File: config.mk
export PLATFORM = sky130hd
export DESIGN_NAME = sram_responder
export DESIGN_NICKNAME = d
export VERILOG_FILES = /design/src/rtl/sram_pkg.sv /design/src/rtl/sram_responder.sv
export SDC_FILE = /design/constraint.sdc
export NUM_CORES = 1
export LEC_CHECK = 0
export BUFFER_PORTS_ARGS = -buffer_cell sky130_fd_sc_hd__buf_2
export CAP_MARGIN = 25
export CORE_MARGIN = 4
export CORE_UTILIZATION = 49
export CTS_CLUSTER_SIZE = 28
export DETAILED_ROUTE_END_ITERATION = 7
export PLACE_DENSITY = 0.85
export REMOVE_ABC_BUFFERS = 1
export SLEW_MARGIN = 20
export SYNTH_ARGS = -nofsm -noshare
export SYNTH_HDL_FRONTEND = slang
export SYNTH_SLANG_ARGS = --single-unit
File: constraint.sdc
create_clock -name clk -period 3.6 [get_ports clk]
set_input_delay 0.36 -clock clk [delete_from_list [all_inputs] [get_ports clk]]
set_output_delay 0.36 -clock clk [all_outputs]
set_load 0.02 [all_outputs]
File: src/rtl/sram_pkg.sv
// Shared types and constants for the asynchronous-SRAM responder.
// State encoding, inactive pin levels and the byte-to-word address helper.
package sram_pkg;

    typedef enum logic [2:0] {
        IDLE     = 3'd0,
        RD       = 3'd1,
        WR_SETUP = 3'd2,
        WR_PULSE = 3'd3,
        WR_HOLD  = 3'd4
    } sram_state_e;

    localparam int         RAM_AW_DEF = 20;
    localparam logic [3:0] BE_N_NONE  = 4'hF;
    localparam logic [3:0] BE_N_ALL   = 4'h0;

    // Word index of a byte address; callers keep the low RAM_AW bits.
    function automatic logic [29:0] word_index(input logic [31:0] byte_addr);
        return byte_addr[31:2];
    endfunction

endpackage

File: src/rtl/sram_responder.sv
// Turns one core-side request into a timed pin sequence on one 32-bit async SRAM bank.
// All pins are registered; the chip top level owns the tri-state buffer.
module sram_responder
    import sram_pkg::*;
#(
    parameter int RAM_AW     = RAM_AW_DEF,
    parameter int READ_WAIT  = 1,
    parameter int WRITE_WAIT = 1
) (
    input  logic              clk,
    input  logic              reset,
    input  logic              req_en,
    input  logic [3:0]        req_we,
    input  logic [31:0]       req_addr,
    input  logic [31:0]       req_wdata,
    output logic              req_ready,
    output logic              resp_valid,
    output logic [31:0]       resp_rdata,
    output logic [RAM_AW-1:0] ram_addr,
    output logic [3:0]        ram_be_n,
    output logic              ram_ce_n,
    output logic              ram_oe_n,
    output logic              ram_we_n,
    output logic [31:0]       ram_data_out,
    output logic              ram_data_oe,
    input  logic [31:0]       ram_data_in
);

    if (READ_WAIT < 0 || READ_WAIT > 7 || WRITE_WAIT < 0 || WRITE_WAIT > 7 ||
        RAM_AW < 1 || RAM_AW > 29) begin : g_bad_params
        $error("sram_responder: wait parameters must be 0-7 and RAM_AW 1-29");
    end

    localparam logic [2:0] RD_CNT = 3'(READ_WAIT);
    localparam logic [2:0] WR_CNT = 3'(WRITE_WAIT);

    sram_state_e       state_q, state_d;
    logic [2:0]        cnt_q, cnt_d;
    logic [RAM_AW-1:0] addr_q, addr_d;
    logic [3:0]        be_n_act_q, be_n_act_d;
    logic [31:0]       wdata_q, wdata_d;
    logic [31:0]       rdata_q, rdata_d;
    logic              resp_valid_q, resp_valid_d;
    logic              ce_n_q, ce_n_d;
    logic              oe_n_q, oe_n_d;
    logic              we_n_q, we_n_d;
    logic              data_oe_q, data_oe_d;
    logic [3:0]        be_n_q, be_n_d;
    logic [29:0]       widx;
    logic              addr_unused;

    assign widx        = word_index(req_addr);
    assign addr_unused = ^widx[29:RAM_AW];
    assign req_ready   = (state_q == IDLE) && !reset;

    always_comb begin
        state_d      = state_q;
        cnt_d        = cnt_q;
        addr_d       = addr_q;
        be_n_act_d   = be_n_act_q;
        wdata_d      = wdata_q;
        rdata_d      = rdata_q;
        resp_valid_d = 1'b0;
        case (state_q)
            IDLE: begin
                if (req_en && req_ready) begin
                    addr_d  = widx[RAM_AW-1:0];
                    wdata_d = req_wdata;
                    if (req_we != 4'h0) begin
                        be_n_act_d = ~req_we;
                        state_d    = WR_SETUP;
                        cnt_d      = 3'd0;
                    end else begin
                        be_n_act_d = BE_N_ALL;
                        state_d    = RD;
                        cnt_d      = RD_CNT;
                    end
                end
            end
            RD: begin
                // Sample the bus on the final strobe edge, respond from IDLE.
                if (cnt_q == 3'd0) begin
                    rdata_d      = ram_data_in;
                    resp_valid_d = 1'b1;
                    state_d      = IDLE;
                end else begin
                    cnt_d = cnt_q - 3'd1;
                end
            end
            WR_SETUP: begin
                state_d = WR_PULSE;
                cnt_d   = WR_CNT;
            end
            WR_PULSE: begin
                if (cnt_q == 3'd0) begin
                    state_d = WR_HOLD;
                end else begin
                    cnt_d = cnt_q - 3'd1;
                end
            end
            WR_HOLD: begin
                state_d      = IDLE;
                resp_valid_d = 1'b1;
            end
            default: state_d = IDLE;
        endcase
    end

    // Pins are decoded from the next state so they line up with the registered state.
    always_comb begin
        ce_n_d    = 1'b1;
        oe_n_d    = 1'b1;
        we_n_d    = 1'b1;
        data_oe_d = 1'b0;
        be_n_d    = BE_N_NONE;
        case (state_d)
            RD: begin
                ce_n_d = 1'b0;
                oe_n_d = 1'b0;
                be_n_d = be_n_act_d;
            end
            WR_SETUP, WR_HOLD: begin
                ce_n_d    = 1'b0;
                data_oe_d = 1'b1;
                be_n_d    = be_n_act_d;
            end
            WR_PULSE: begin
                ce_n_d    = 1'b0;
                we_n_d    = 1'b0;
                data_oe_d = 1'b1;
                be_n_d    = be_n_act_d;
            end
            default: ;
        endcase
    end

    always_ff @(posedge clk) begin
        if (reset) begin
            state_q      <= IDLE;
            cnt_q        <= 3'd0;
            addr_q       <= '0;
            be_n_act_q   <= BE_N_NONE;
            wdata_q      <= 32'h0;
            rdata_q      <= 32'h0;
            resp_valid_q <= 1'b0;
            ce_n_q       <= 1'b1;
            oe_n_q       <= 1'b1;
            we_n_q       <= 1'b1;
            data_oe_q    <= 1'b0;
            be_n_q       <= BE_N_NONE;
        end else begin
            state_q      <= state_d;
            cnt_q        <= cnt_d;
            addr_q       <= addr_d;
            be_n_act_q   <= be_n_act_d;
            wdata_q      <= wdata_d;
            rdata_q      <= rdata_d;
            resp_valid_q <= resp_valid_d;
            ce_n_q       <= ce_n_d;
            oe_n_q       <= oe_n_d;
            we_n_q       <= we_n_d;
            data_oe_q    <= data_oe_d;
            be_n_q       <= be_n_d;
        end
    end

    assign resp_valid   = resp_valid_q;
    assign resp_rdata   = rdata_q;
    assign ram_addr     = addr_q;
    assign ram_be_n     = be_n_q;
    assign ram_ce_n     = ce_n_q;
    assign ram_oe_n     = oe_n_q;
    assign ram_we_n     = we_n_q;
    assign ram_data_out = wdata_q;
    assign ram_data_oe  = data_oe_q;

endmodule

==> tab_implementation.tex, run 1 <==
\begin{tabular}{lr}
\hline
Metric & Value \\
\hline
\multicolumn{2}{l}{\textbf{Clock tree}} \\
\quad CTS Root Cell & sky130\_fd\_sc\_hd\_\_clkbuf\_8 \\
\quad Post-cts resize count & 0 \\
\quad \# H-tree levels & 3 \\
\quad Number of buffers on the longest clock path & 2 \\
\quad Num Clock Sinks & 103 \\
\quad Total CTS buffers & 9 \\
\quad Setup fix buffers added after clock tree synthesis & 0 \\
\quad Clock transition time at the flip-flop clock pins of the worst setup and hold paths & 0.11 ns \\
\quad TritonCTS clock tree & built \\
\quad Worst skew pair latency & 0.37 ns \\
\quad \# hold bufs at CTS & 0 \\
\multicolumn{2}{l}{\textbf{Detailed routing}} \\
\quad Average wire per standard cell & 13.57 µm \\
\quad DRC viols & 0 \\
\quad Post-route antenna net violation count & 0 \\
\quad Overall via count from detail\_route & 3549 \\
\quad Ratio of routed vias to standard cells & 4.943 \\
\quad Number of search-and-repair iterations in the first detailed-routing pass & 4 \\
\quad Count of routing violations after the opening detailed-route iteration & 128 \\
\quad Total wire length & 9.742 mm \\
\multicolumn{2}{l}{\textbf{Yosys}} \\
\quad Top\_reg\_cell synth & sky130\_fd\_sc\_hd\_\_dfxtp\_1 \\
\quad Synthesized area divided by synthesized cell count & 8.669 µm² \\
\quad Count of unique library cells instantiated by Yosys & 29 \\
\quad Cell taking the most area after synthesis & sky130\_fd\_sc\_hd\_\_dfxtp\_1 \\
\quad Netlist Area Pre-Place & 3866 µm² \\
\quad Count of state elements after synthesis & 103 \\
\quad Top post-synthesis cells by area & sky130\_fd\_sc\_hd\_\_dfxtp\_1 (53\%), sky130\_fd\_sc\_hd\_\_nand2\_1 (17\%), sky130\_fd\_sc\_hd\_\_nand3b\_1 (10\%) \\
\quad Warning count from the yosys run & 0 \\
\quad Share of the yosys chip area belonging to registers & 0.5333 \\
\quad Cells after Synth & 446 \\
\quad Share of the synthesized area in the top cell type & 0.5333 \\
\quad Number of enable flip-flop cells after synthesis & 0 \\
\quad Fraction of registers with async set or reset after synthesis & 0 \\
\multicolumn{2}{l}{\textbf{Layout}} \\
\quad Layout Area Growth over Synthesis & 28.16\% \\
\quad Commonest cells after routing, fill and taps aside & sky130\_fd\_sc\_hd\_\_buf\_2 (184), sky130\_fd\_sc\_hd\_\_nand2\_1 (170), sky130\_fd\_sc\_hd\_\_dfxtp\_1 (103) \\
\quad Number of inserted diodes & 0 \\
\quad Net count of the finished layout & 716 \\
\quad Fraction of final layout cells with drive strength greater than 1 & 0.3555 \\
\quad Most common library cell in the layout ignoring fill and taps & sky130\_fd\_sc\_hd\_\_buf\_2 \\
\multicolumn{2}{l}{\textbf{Setup path}} \\
\quad Worst-path maximum fanout & 52 \\
\quad Critical Path Start Type & register \\
\quad Kind of capture point of the worst setup path & register \\
\quad Ordered list of cells on the worst path & nor4\_4 -> and2\_2 -> nand2\_1 -> nand2\_1 \\
\quad Critical path data arrival time & 2.37 ns \\
\quad Most frequent CP cell & sky130\_fd\_sc\_hd\_\_nand2\_1 \\
\quad Kind of critical path & register to register \\
\quad Max stage delay on crit path & 0.84 ns \\
\quad Slowest library cell on the worst path & sky130\_fd\_sc\_hd\_\_and2\_2 \\
\quad CP bufs+invs & 0 \\
\quad Cell family contributing the most delay on the critical path & simple AND/OR/NAND/NOR gates \\
\quad Required @ worst endpoint & 3.90 ns \\
\multicolumn{2}{l}{\textbf{Power and ir drop}} \\
\quad Worst vdd ir & 0.2936 mV \\
\quad Switching share of total power & 0.3855 \\
\quad Gate power share & 0.347 \\
\quad Leakage Power & 0.002440 µW \\
\quad Power Dens Cells & 693.8 nW/µm² \\
\quad Part of the total power dissipated in sequential elements & 0.452 \\
\quad Internal power summed over all cells & 2113 µW \\
\quad Clock network fraction of total power & 0.201 \\
\quad Psw & 1325 µW \\
\multicolumn{2}{l}{\textbf{STA}} \\
\quad Maximum clock frequency & 482.8 MHz \\
\quad Unrepaired setup endpoints after global routing & no \\
\quad Post-route worst setup slack & 1.529 ns \\
\quad Minimum clock period after layout & 2.071 ns \\
\quad Final clock period utilization by the worst path & 0.5753 \\
\quad Max\_slew headroom & 0.3541 \\
\quad Setup Viol. Count Final & 0 \\
\quad Slew Viols, Final & 0 \\
\quad Fin. Hold Viols & 0 \\
\quad Worst clock skew & 0.01596 ns \\
\quad Pin slew with the least headroom to its limit & 0.9689 ns \\
\quad Total Negative Setup Slacks & 0 ns \\
\multicolumn{2}{l}{\textbf{Place}} \\
\quad Half-perimeter wire length after placement & 6.883 mm \\
\quad Number of buffers added on ports & 184 \\
\quad Placement Setup Slack & 1.292 ns \\
\quad Last weighted congestion value of the routability-driven placer & 0.8721 \\
\multicolumn{2}{l}{\textbf{Global routing}} \\
\quad First-pass GRT wire length & 16.28 mm \\
\quad Total congestion overflow after global routing & 0 \\
\quad Antenna violations before repair & 0 \\
\quad Via count of the first global-routing pass & 3522 \\
\quad Largest net degree at the start of global routing & 101 \\
\quad Total GRT Usage & 0.2059 \\
\multicolumn{2}{l}{\textbf{Floorplan}} \\
\quad Die area & 9375 µm² \\
\quad Die W & 96.83 µm \\
\quad Num rows & 32 \\
\quad Height of the chip & 96.83 µm \\
\quad Placeable core region & 7687 µm² \\
\quad Number of placed I/O pins & 197 \\
\quad Initial Utilization & 0.5029 \\
\multicolumn{2}{l}{\textbf{Flow run}} \\
\quad Maximum capacitance violations & 0 \\
\multicolumn{2}{l}{\textbf{Min path}} \\
\quad Hold Crit Class & input pin to register \\
\multicolumn{2}{l}{\textbf{Run status}} \\
\quad Run status & finished, final reports clean \\
\hline
\end{tabular}
layout make-up:
type / instances / area, µm²
Clock buffer: 11 / 151.4
Clock inverter: 5 / 40.04
Fill cell: 658 / 2733
Inverter: 4 / 15.01
Multi-Input combinational cell: 305 / 1593
Sequential cell: 103 / 2062
Tap cell: 102 / 127.6
Timing Repair Buffer: 188 / 965.9
metal layers:
metal / track usage / vias to the layer above / routed length, µm
met5: 0 / - / 0
met4: 0.05292 / 0 / 141
li1: - / 1780 / -
met1: 0.2528 / 1581 / 4152
met3: 0.1103 / 15 / 1185
met2: 0.3163 / 173 / 4262
final timing paths:
path	startpoint	to	slack (ns)	depth (start not counted)
hold / removal	req_wdata[4]	ram_data_out[4]	0.17	3
hold reg to reg	resp_rdata[11]	resp_rdata[11]	0.46	2
setup / recovery	state_q[2]	ram_data_out[6]	1.53	4
setup reg to reg	state_q[2]	ram_data_out[6]	1.53	4
cells by family after synthesis:
kind of cell | after synthesis | share of synthesized area
AO/OA/AOI/OAI | 56 | 0.08932
flip-flops | 103 | 0.5333
adder cells (fa/ha/maj) | 2 | 0.006471
buffers and inverters | 38 | 0.06051
multiplexers | 1 | 0.002912
AND/OR/NAND/NOR | 246 | 0.3074
tightest hold or removal path: cells and delay by family:
kind,cells,cell delay (ns)
buf+inv,1,0.08
simple gates,2,0.08
synthesized netlist by cell type (3+ instances only):
cell	n
sky130_fd_sc_hd__nand2_1	170
sky130_fd_sc_hd__clkbuf_1	9
sky130_fd_sc_hd__o311ai_1	4
sky130_fd_sc_hd__a21oi_1	39
sky130_fd_sc_hd__dfxtp_1	103
sky130_fd_sc_hd__nand2b_1	3
sky130_fd_sc_hd__o21ai_2	4
sky130_fd_sc_hd__buf_2	13
sky130_fd_sc_hd__o31ai_2	4
sky130_fd_sc_hd__o21ai_0	3
sky130_fd_sc_hd__buf_6	9
sky130_fd_sc_hd__nor2_1	5
sky130_fd_sc_hd__nand3b_1	54
sky130_fd_sc_hd__inv_1	4
power by group through the flow:
| stage | clock network (µW) | registers [µW] | logic (µW) |
|---|---|---|---|
| finish | 692 | 1550 | 1190 |
| global route | 758 | 1580 | 1320 |
| CTS | 706 | 1550 | 1180 |
| detailed placement | 0 | 1570 | 1170 |
| global placement | 0 | 1560 | 1140 |
| floorplan | 0 | 1850 | 452 |
flip-flops by register name (all words and copies together) (netlist names):
| register | cells |
|---|---|
| ram_data_oe | 1 |
| cnt_q | 3 |
| resp_valid | 1 |
| ram_ce_n | 1 |
| ram_oe_n | 1 |
| be_n_act_q | 4 |
| resp_rdata | 32 |
| ram_data_out | 32 |
| ram_be_n | 4 |
| ram_we_n | 1 |
| state_q | 3 |
| ram_addr | 20 |
per-stage QoR:
stage	utilization	power [µW]	hold WS [ns]	instance area [µm²]	instances
after floorplan	-	2299	0.4291	3647	412
after CTS	0.6395	3433	0.1581	4916	716
final	0.6445	3438	0.1709	4955	718
after detailed placement	0.6146	2747	0.4491	4725	700
after global placement	0.6146	2702	0.4385	4725	700
after global routing	0.6445	3660	0.1412	4955	718
(Power assumes the default switching activity.)
==> inputs of run 2 (changes only) <==
--- a/config.mk
+++ b/config.mk
@@ -5,13 +5,14 @@
 export SDC_FILE = /design/constraint.sdc
 export NUM_CORES = 1
 export LEC_CHECK = 0
+export ABC_AREA = 1
 export BUFFER_PORTS_ARGS = -buffer_cell sky130_fd_sc_hd__buf_2
 export CAP_MARGIN = 25
 export CORE_MARGIN = 4
-export CORE_UTILIZATION = 49
+export CORE_UTILIZATION = 44
 export CTS_CLUSTER_SIZE = 28
 export DETAILED_ROUTE_END_ITERATION = 7
-export PLACE_DENSITY = 0.85
+export PLACE_DENSITY = 0.79
 export REMOVE_ABC_BUFFERS = 1
 export SLEW_MARGIN = 20
 export SYNTH_ARGS = -nofsm -noshare
==> constraint.sdc (replaced) <==
create_clock -name clk -period 2.05 [get_ports clk]
set_input_delay 0.205 -clock clk [delete_from_list [all_inputs] [get_ports clk]]
set_output_delay 0.205 -clock clk [all_outputs]
set_load 0.02 [all_outputs]
==> run 2 against run 1 <==
Sequential cell count unchanged. Wire length shrank 3.4%. Cell count rose by 4.7%. Critical path depth is 4 higher. Register-to-register slack got worse by 1.2 ns. Sequential share of layout area up 1.1 points. Synthesized area shrank 4.5%. Power up 31%. Die area is 5.8% higher. Core utilization shrank 5.5 points. Hold slack worse by 0.13 ns.
==> tab_implementation.tex, run 2 <==
\begin{tabular}{lr}
\hline
Metric & Value \\
\hline
\multicolumn{2}{l}{\textbf{Detailed routing}} \\
\quad Count of routing violations after the opening detailed-route iteration & 83 (was 128) \\
\quad Number of search-and-repair iterations in the first detailed-routing pass & 4 (unchanged) \\
\quad DRC viols & 0 (unchanged) \\
\quad Ratio of routed vias to standard cells & 4.669 (was 4.943) \\
\quad Average wire per standard cell & 12.52 µm (was 13.57 µm) \\
\quad Total wire length & 9.412 mm (was 9.742 mm) \\
\quad Overall via count from detail\_route & 3511 (was 3549) \\
\quad Post-route antenna net violation count & 0 (unchanged) \\
\multicolumn{2}{l}{\textbf{Power and ir drop}} \\
\quad Worst vdd ir & 0.4103 mV (was 0.2936 mV) \\
\quad Power Dens Cells & 935.6 nW/µm² (was 693.8 nW/µm²) \\
\quad Post-route total power & 4511 µW (was 3438 µW) \\
\quad Leakage Power & 0.002581 µW (was 0.002440 µW) \\
\multicolumn{2}{l}{\textbf{Setup path}} \\
\quad Max stage delay on crit path & 0.37 ns (was 0.84 ns) \\
\quad Slowest library cell on the worst path & sky130\_fd\_sc\_hd\_\_a21oi\_1 (was sky130\_fd\_sc\_hd\_\_and2\_2) \\
\quad Critical Path Start Type & register (unchanged) \\
\quad Critical path data arrival time & 1.97 ns (was 2.37 ns) \\
\quad Worst-path maximum fanout & 6 (was 52) \\
\quad Kind of critical path & register to register (unchanged) \\
\quad Kind of capture point of the worst setup path & register (unchanged) \\
\quad Ordered list of cells on the worst path & inv\_1 -> ha\_1 -> ha\_1 -> a21oi\_1 -> and2\_1 -> nor2\_2 -> nand3\_2 -> nand2\_1 (was nor4\_4 -> and2\_2 -> nand2\_1 -> nand2\_1) \\
\quad Most frequent CP cell & sky130\_fd\_sc\_hd\_\_ha\_1 (was sky130\_fd\_sc\_hd\_\_nand2\_1) \\
\quad Required @ worst endpoint & 2.30 ns (was 3.90 ns) \\
\multicolumn{2}{l}{\textbf{STA}} \\
\quad Unrepaired setup endpoints after global routing & no (unchanged) \\
\quad Worst clock skew & 0.01206 ns (was 0.01596 ns) \\
\quad Worst hold-check slack & 0.03731 ns (was 0.1709 ns) \\
\quad Maximum clock frequency & 581.0 MHz (was 482.8 MHz) \\
\quad Max\_slew headroom & 0.7334 (was 0.3541) \\
\quad Final clock period utilization by the worst path & 0.8396 (was 0.5753) \\
\quad Slew Viols, Final & 0 (unchanged) \\
\quad Pin slew with the least headroom to its limit & 0.3898 ns (was 0.9689 ns) \\
\quad Fin. Hold Viols & 0 (unchanged) \\
\quad Total Negative Setup Slacks & 0 ns (unchanged) \\
\quad Minimum clock period after layout & 1.721 ns (was 2.071 ns) \\
\quad Post-route worst setup slack & 0.3288 ns (was 1.529 ns) \\
\quad Setup Viol. Count Final & 0 (unchanged) \\
\multicolumn{2}{l}{\textbf{Global routing}} \\
\quad Via count of the first global-routing pass & 3646 (was 3522) \\
\quad Total congestion overflow after global routing & 0 (unchanged) \\
\quad Largest net degree at the start of global routing & 90 (was 101) \\
\quad Antenna violations before repair & 0 (unchanged) \\
\quad First-pass GRT wire length & 15.48 mm (was 16.28 mm) \\
\quad Total GRT Usage & 0.1900 (was 0.2059) \\
\multicolumn{2}{l}{\textbf{Yosys}} \\
\quad Fraction of registers with async set or reset after synthesis & 0 (unchanged) \\
\quad Cell taking the most area after synthesis & sky130\_fd\_sc\_hd\_\_dfxtp\_1 (unchanged) \\
\quad Post-synth top cells & sky130\_fd\_sc\_hd\_\_nand2\_1 (135), sky130\_fd\_sc\_hd\_\_dfxtp\_1 (103), sky130\_fd\_sc\_hd\_\_nor2\_1 (77) (was sky130\_fd\_sc\_hd\_\_nand2\_1 (170), sky130\_fd\_sc\_hd\_\_dfxtp\_1 (103), sky130\_fd\_sc\_hd\_\_nand3b\_1 (54)) \\
\quad Fraction of the mapped netlist area in adder cells & 0.006777 (was 0.006472) \\
\quad Synthesized area divided by synthesized cell count & 7.873 µm² (was 8.669 µm²) \\
\quad Basic-gate share of the synthesized area counting and, or, nand and nor cells & 0.3155 (was 0.3074) \\
\quad Cells after Synth & 469 (was 446) \\
\quad Netlist Area Pre-Place & 3692 µm² (was 3866 µm²) \\
\quad Mux cell area share after synthesis & 0 (was 0.002913) \\
\quad Top post-synthesis cells by area & sky130\_fd\_sc\_hd\_\_dfxtp\_1 (56\%), sky130\_fd\_sc\_hd\_\_nand2\_1 (14\%), sky130\_fd\_sc\_hd\_\_nor2\_1 (7.8\%) (was sky130\_fd\_sc\_hd\_\_dfxtp\_1 (53\%), sky130\_fd\_sc\_hd\_\_nand2\_1 (17\%), sky130\_fd\_sc\_hd\_\_nand3b\_1 (10\%)) \\
\quad Count of unique library cells instantiated by Yosys & 26 (was 29) \\
\quad Warning count from the yosys run & 0 (unchanged) \\
\quad Number of enable flip-flop cells after synthesis & 0 (unchanged) \\
\quad Compound-gate portion of the synthesized area & 0.05456 (was 0.08932) \\
\quad Count of state elements after synthesis & 103 (unchanged) \\
\quad Share of the synthesized area in the top cell type & 0.5585 (was 0.5333) \\
\quad Dominant combinational cell family by area after synthesis & simple AND/OR/NAND/NOR gates (unchanged) \\
\quad Share of the yosys chip area belonging to registers & 0.5585 (was 0.5333) \\
\quad Top\_reg\_cell synth & sky130\_fd\_sc\_hd\_\_dfxtp\_1 (unchanged) \\
\quad Leading cell type by number of instances after synthesis & sky130\_fd\_sc\_hd\_\_nand2\_1 (unchanged) \\
\quad Fraction of synthesized cell area in xor and xnor cells & 0 (unchanged) \\
\multicolumn{2}{l}{\textbf{Floorplan}} \\
\quad Die W & 99.61 µm (was 96.83 µm) \\
\quad Height of the chip & 99.61 µm (was 96.83 µm) \\
\quad Number of placed I/O pins & 197 (unchanged) \\
\quad Initial Utilization & 0.4516 (was 0.5029) \\
\quad Placeable core region & 8175 µm² (was 7687 µm²) \\
\quad Num rows & 33 (was 32) \\
\quad Die area & 9921 µm² (was 9375 µm²) \\
\multicolumn{2}{l}{\textbf{Layout}} \\
\quad Number of inserted diodes & 0 (unchanged) \\
\quad Most common library cell in the layout ignoring fill and taps & sky130\_fd\_sc\_hd\_\_buf\_2 (unchanged) \\
\quad \# fillers & 772 (was 658) \\
\quad Commonest cells after routing, fill and taps aside & sky130\_fd\_sc\_hd\_\_buf\_2 (184), sky130\_fd\_sc\_hd\_\_nand2\_1 (135), sky130\_fd\_sc\_hd\_\_dfxtp\_1 (103) (was sky130\_fd\_sc\_hd\_\_buf\_2 (184), sky130\_fd\_sc\_hd\_\_nand2\_1 (170), sky130\_fd\_sc\_hd\_\_dfxtp\_1 (103)) \\
\quad Net count of the finished layout & 747 (was 716) \\
\quad Fraction of final layout cells with drive strength greater than 1 & 0.3400 (was 0.3555) \\
\quad Layout Area Growth over Synthesis & 30.60\% (was 28.16\%) \\
\quad Post-route design area & 4822 µm² (was 4955 µm²) \\
\multicolumn{2}{l}{\textbf{Clock tree}} \\
\quad CTS Root Cell & sky130\_fd\_sc\_hd\_\_clkbuf\_8 (unchanged) \\
\quad Clock transition time at the flip-flop clock pins of the worst setup and hold paths & 0.10 ns (was 0.11 ns) \\
\quad Total CTS buffers & 9 (unchanged) \\
\quad Setup fix buffers added after clock tree synthesis & 0 (unchanged) \\
\quad \# hold bufs at CTS & 0 (unchanged) \\
\quad Num Clock Sinks & 103 (unchanged) \\
\quad Number of buffers on the longest clock path & 2 (unchanged) \\
\quad \# H-tree levels & 3 (unchanged) \\
\quad TritonCTS clock tree & built (unchanged) \\
\quad Post-cts resize count & 0 (unchanged) \\
\quad Worst skew pair latency & 0.35 ns (was 0.37 ns) \\
\multicolumn{2}{l}{\textbf{Flow run}} \\
\quad Maximum capacitance violations & 0 (unchanged) \\
\multicolumn{2}{l}{\textbf{Place}} \\
\quad Post-placement cell area & 4632 µm² (was 4725 µm²) \\
\quad Half-perimeter wire length after placement & 6.984 mm (was 6.883 mm) \\
\quad Last weighted congestion value of the routability-driven placer & 0.8334 (was 0.8721) \\
\quad Placement Setup Slack & 0.3434 ns (was 1.292 ns) \\
\quad Number of buffers added on ports & 184 (unchanged) \\
\multicolumn{2}{l}{\textbf{Min path}} \\
\quad Hold Crit Class & input pin to register (unchanged) \\
\multicolumn{2}{l}{\textbf{Run status}} \\
\quad Run status & finished, final reports clean (unchanged) \\
\hline
\end{tabular}
[run 2: changes by cell type in the layout (fill, tap and decap cells not counted), moves of 13 or more]
cell / delta
sky130_fd_sc_hd__a21oi_1: -38
sky130_fd_sc_hd__nor2_1: +72
sky130_fd_sc_hd__nand3_1: +55
sky130_fd_sc_hd__nand2_1: -35
sky130_fd_sc_hd__nand3b_1: -54
sky130_fd_sc_hd__o21ai_1: +13
sky130_fd_sc_hd__o21ai_0: +20
[run 2: cell type report]
| cell class | instances | area (µm²) | share of cell area |
|---|---|---|---|
| Sequential cell | 103 | 2062 | 0.4276 |
| Multi-Input combinational cell | 320 | 1391 | 0.2885 |
| Timing Repair Buffer | 189 | 970.9 | 0.2013 |
| Clock buffer | 11 | 151.4 | 0.03140 |
| Tap cell | 105 | 131.4 | 0.02724 |
| Inverter | 19 | 76.32 | 0.01583 |
| Clock inverter | 5 | 38.79 | 0.008044 |
[run 2: critical path: cells and delay by family, from the launching register on]
kind            cells  cell delay, ns
compound gates      1            0.37
fa+ha+maj           2            0.38
buf+inv             1            0.06
flops               1            0.32
simple gates        4            0.50
[run 2: where the power goes]
part / switching, µW / internal, µW / total (µW)
sequential: 92.7 / 2210 / 2300
combinational: 652 / 348 / 1000
clock: 688 / 520 / 1210
[run 2: worst paths after layout]
kind	from	to	slack, ns	depth (start not counted)
setup / recovery	cnt_q[0]	ram_be_n[0]	0.33	8
hold / removal	req_wdata[2]	ram_data_out[2]	0.04	3
setup reg to reg	cnt_q[0]	ram_be_n[0]	0.33	8
hold reg to reg	ram_addr[14]	ram_addr[14]	0.46	2
[run 2: layer usage]
metal  part of all wire  GRT usage
met2               0.48     0.3440
met5                  0          0
met4              0.022    0.07563
met3               0.10    0.06101
met1               0.40     0.2038
[run 2: cells by family after synthesis]
logic type | Yosys count
compound gates | 39
fa+ha+maj | 2
buf+inv | 46
flops | 103
simple gates | 279
[run 2: through the flow]
step / utilization / std cells
floorplan: - / 442
global placement: 0.5666 / 736
detailed placement: 0.5666 / 736
CTS: 0.5898 / 752
global route: 0.5898 / 752
finish: 0.5898 / 752
==> inputs of run 3 (changes only) <==
--- a/config.mk
+++ b/config.mk
@@ -5,11 +5,11 @@
 export SDC_FILE = /design/constraint.sdc
 export NUM_CORES = 1
 export LEC_CHECK = 0
-export ABC_AREA = 1
+export ABC_AREA = 0
 export BUFFER_PORTS_ARGS = -buffer_cell sky130_fd_sc_hd__buf_2
 export CAP_MARGIN = 25
 export CORE_MARGIN = 4
-export CORE_UTILIZATION = 44
+export CORE_UTILIZATION = 45
 export CTS_CLUSTER_SIZE = 28
 export DETAILED_ROUTE_END_ITERATION = 7
 export PLACE_DENSITY = 0.79
==> constraint.sdc (replaced) <==
create_clock -name clk -period 1.7 [get_ports clk]
set_input_delay 0.17 -clock clk [delete_from_list [all_inputs] [get_ports clk]]
set_output_delay 0.17 -clock clk [all_outputs]
set_load 0.02 [all_outputs]
==> run 3 against run 2 <==
Register-to-register slack got worse by 0.32 ns. Sequential share of layout area is 6.5 points lower. Hold slack lost 0.012 ns. Power grew 76%. Wire length up 25%. Design area grew 18%. Via count rose by 14%. First-iteration DRC count is 64% higher. Combinational power rose to 3.1 times the previous value.
==> tab_implementation.tex, run 3 (synthesis gave the netlist of run 1 again) <==
\begin{tabular}{lr}
\hline
Metric & Value \\
\hline
\multicolumn{2}{l}{\textbf{Run status}} \\
\quad Run status & finished, final reports clean (unchanged) \\
\multicolumn{2}{l}{\textbf{Clock tree}} \\
\quad Number of buffers on the longest clock path & 2 (unchanged) \\
\quad Clock transition time at the flip-flop clock pins of the worst setup and hold paths & 0.10 ns (about the same) \\
\quad Total CTS buffers & 9 (unchanged) \\
\quad Num Clock Sinks & 103 (unchanged) \\
\quad Worst skew pair latency & 0.35 ns (about the same) \\
\quad TritonCTS clock tree & built (unchanged) \\
\quad \# H-tree levels & 3 (unchanged) \\
\quad CTS Root Cell & sky130\_fd\_sc\_hd\_\_clkbuf\_8 (unchanged) \\
\multicolumn{2}{l}{\textbf{STA}} \\
\quad Pin slew with the least headroom to its limit & 0.5451 ns (was 0.3898 ns) \\
\quad Worst clock skew & 0.01327 ns (was 0.01206 ns) \\
\quad Fin. Hold Viols & 0 (unchanged) \\
\quad Final clock period utilization by the worst path & 0.9950 (was 0.8396) \\
\quad Max\_slew headroom & 0.6366 (was 0.7334) \\
\quad Slew Viols, Final & 0 (unchanged) \\
\quad Maximum clock frequency & 591.2 MHz (was 581.0 MHz) \\
\quad Minimum clock period after layout & 1.692 ns (was 1.721 ns) \\
\quad Unrepaired setup endpoints after global routing & yes (was no) \\
\quad Setup Viol. Count Final & 0 (unchanged) \\
\multicolumn{2}{l}{\textbf{Detailed routing}} \\
\quad Ratio of routed vias to standard cells & 5.079 (was 4.669) \\
\quad Average wire per standard cell & 14.98 µm (was 12.52 µm) \\
\quad Total wire length & 11.79 mm (was 9.412 mm) \\
\quad Number of search-and-repair iterations in the first detailed-routing pass & 4 (unchanged) \\
\quad DRC viols & 0 (unchanged) \\
\quad Post-route antenna net violation count & 0 (unchanged) \\
\quad Overall via count from detail\_route & 3997 (was 3511) \\
\quad Count of routing violations after the opening detailed-route iteration & 136 (was 83) \\
\multicolumn{2}{l}{\textbf{Global routing}} \\
\quad GR met3 Demand/Resource & 0.06228 (was 0.06101) \\
\quad Met2 usage in global routing & 0.3706 (was 0.3440) \\
\quad Global routing met1 resource utilization & 0.2766 (was 0.2038) \\
\quad Top Usage Layer GRT & met2 (unchanged) \\
\quad Via count of the first global-routing pass & 3917 (was 3646) \\
\quad First-pass GRT wire length & 18.37 mm (was 15.48 mm) \\
\quad Largest net degree at the start of global routing & 61 (was 90) \\
\quad Total GRT Usage & 0.2222 (was 0.1900) \\
\quad Antenna violations before repair & 0 (unchanged) \\
\quad Total congestion overflow after global routing & 0 (unchanged) \\
\multicolumn{2}{l}{\textbf{Floorplan}} \\
\quad Height of the chip & 100.7 µm (was 99.61 µm) \\
\quad Initial Utilization & 0.4659 (was 0.4516) \\
\quad Die W & 100.7 µm (was 99.61 µm) \\
\quad Number of placed I/O pins & 197 (unchanged) \\
\quad Num rows & 33 (unchanged) \\
\quad Placeable core region & 8299 µm² (was 8175 µm²) \\
\quad Die area & 10140 µm² (was 9921 µm²) \\
\multicolumn{2}{l}{\textbf{Setup path}} \\
\quad Critical path data arrival time & 1.96 ns (was 1.97 ns) \\
\quad Critical Path Start Type & register (unchanged) \\
\quad Kind of capture point of the worst setup path & register (unchanged) \\
\quad R2R cell count & 10 (was 8) \\
\quad Required @ worst endpoint & 1.97 ns (was 2.30 ns) \\
\quad CP startpoint & cnt\_q[1] (was cnt\_q[0]) \\
\quad Startpoint of the lowest-slack register-to-register path & cnt\_q[1] (was cnt\_q[0]) \\
\quad Endpoint of the most critical register-to-register path & resp\_rdata[9] (was ram\_be\_n[0]) \\
\quad Kind of critical path & register to register (unchanged) \\
\quad Worst-path maximum fanout & 8 (was 6) \\
\quad Worst-case register-to-register setup slack & 0.008 ns (was 0.33 ns) \\
\multicolumn{2}{l}{\textbf{Place}} \\
\quad Number of buffers added on ports & 184 (unchanged) \\
\quad Cell total after placement & 716 (was 736) \\
\quad Half-perimeter wire length after placement & 7.245 mm (was 6.984 mm) \\
\quad Last weighted congestion value of the routability-driven placer & 0.8272 (was 0.8334) \\
\multicolumn{2}{l}{\textbf{Min path}} \\
\quad Hold depth & 3 (unchanged) \\
\quad End of the worst hold path & ram\_data\_out[18] (was ram\_data\_out[2]) \\
\quad Hold Crit Class & input pin to register (unchanged) \\
\quad Startpoint of the tightest hold check path & req\_wdata[18] (was req\_wdata[2]) \\
\multicolumn{2}{l}{\textbf{Power and ir drop}} \\
\quad Power Dens Cells & 1393 nW/µm² (was 935.6 nW/µm²) \\
\quad Leakage Power & 0.002760 µW (was 0.002581 µW) \\
\quad Post-route total power & 7931 µW (was 4511 µW) \\
\quad Worst vdd ir & 0.6605 mV (was 0.4103 mV) \\
\multicolumn{2}{l}{\textbf{Layout}} \\
\quad Post-Route Utilization & 0.6860 (was 0.5898) \\
\quad \# fillers & 638 (was 772) \\
\quad Fraction of final layout cells with drive strength greater than 1 & 0.3592 (was 0.3400) \\
\quad Commonest cells after routing, fill and taps aside & sky130\_fd\_sc\_hd\_\_buf\_2 (184), sky130\_fd\_sc\_hd\_\_nand2\_1 (170), sky130\_fd\_sc\_hd\_\_dfxtp\_1 (102) (was sky130\_fd\_sc\_hd\_\_buf\_2 (184), sky130\_fd\_sc\_hd\_\_nand2\_1 (135), sky130\_fd\_sc\_hd\_\_dfxtp\_1 (103)) \\
\quad Footprint of the multi-input gates & 1632 µm² (was 1391 µm²) \\
\quad FF/Latch Area & 2063 µm² (was 2062 µm²) \\
\quad Non-filler instance count after layout & 787 (was 752) \\
\quad Number of inserted diodes & 0 (unchanged) \\
\quad Layout Area Growth over Synthesis & 47.25\% (was 30.60\%) \\
\quad Net count of the finished layout & 782 (was 747) \\
\quad Most common library cell in the layout ignoring fill and taps & sky130\_fd\_sc\_hd\_\_buf\_2 (unchanged) \\
\multicolumn{2}{l}{\textbf{Flow run}} \\
\quad Maximum capacitance violations & 0 (unchanged) \\
\hline
\end{tabular}
==> run 3: cell types whose count changed in the layout (fill, tap and decap cells not counted), moves of 20 or more <==
cell | previous run | this run
sky130_fd_sc_hd__nand2_1 | 135 | 170
sky130_fd_sc_hd__nand3_1 | 56 | 1
sky130_fd_sc_hd__a21oi_1 | 1 | 33
sky130_fd_sc_hd__dlygate4sd3_1 | 0 | 49
sky130_fd_sc_hd__nor2_1 | 77 | 5
sky130_fd_sc_hd__nand3b_1 | 0 | 54
sky130_fd_sc_hd__o21ai_0 | 23 | 3
==> run 3: stage by stage <==
step / setup WS, ns / hold slack, ns / TNS (ns) / instance area [µm²]
5_1_grt: -0.06706 / 0.01174 / -0.1873 / 5693
2_1_floorplan: -0.4474 / 0.2391 / -37.00 / 3647
4_1_cts: -0.008085 / 0.001158 / -0.01169 / 5583
3_5_place_dp: -0.03949 / 0.3549 / -0.09871 / 4876
3_3_place_gp: 0.03767 / 0.3527 / 0 / 4876
6_report: 0.008417 / 0.02538 / 0 / 5693
==> run 3: where the power goes <==
part | total (µW) | internal (µW) | switching (µW)
Combinational | 3080 | 1220 | 1860
Clock | 1590 | 743 | 847
Sequential | 3260 | 2970 | 288
Total | 7930 | 4940 | 2990
==> run 3: worst max-delay path, stage by stage, from the launching register on <==
cell and delay (ns):
sky130_fd_sc_hd__dfxtp_1 0.33, sky130_fd_sc_hd__inv_1 0.09, sky130_fd_sc_hd__ha_4 0.14, sky130_fd_sc_hd__ha_4 0.15, sky130_fd_sc_hd__nand2_2 0.06, sky130_fd_sc_hd__buf_4 0.17
sky130_fd_sc_hd__nor3_4 0.16, sky130_fd_sc_hd__buf_4 0.16, sky130_fd_sc_hd__clkbuf_16 0.15, sky130_fd_sc_hd__nand2_1 0.05, sky130_fd_sc_hd__a21oi_1 0.16
==> run 3: worst max path at each step <==
stage	end	cells after the start
final	resp_rdata[9]	10
after floorplan	ram_addr[0]	4
after CTS	ram_data_oe	7
after global placement	ram_be_n[3]	7
after detailed placement	ram_be_n[3]	7
after global routing	resp_rdata[9]	10
==> run 3: routing by layer <==
metal	share of wire	wire length, µm
met1	0.41	4814
met2	0.47	5530
met3	0.11	1253
met4	0.016	190
met5	0	0
==> run 3: area by class of cell <==
cell class                      count  area share
Inverter                            4    0.002637
Tap cell                          105     0.02308
Clock inverter                      6     0.01297
Multi-Input combinational cell    305      0.2866
Sequential cell                   103      0.3624
Clock buffer                       10     0.02418
Timing Repair Buffer              254      0.2881
==> run 3: what timing repair did <==
action | in CTS | in global routing
pin swaps | 0 | 2
hold endpoints to repair | 49 | 0
endpoints found under the setup margin | 8 | 37
buffers inserted | 0 | 4
hold buffers | 49 | 0
gates cloned | 0 | 2
resized for setup | 2 | 9
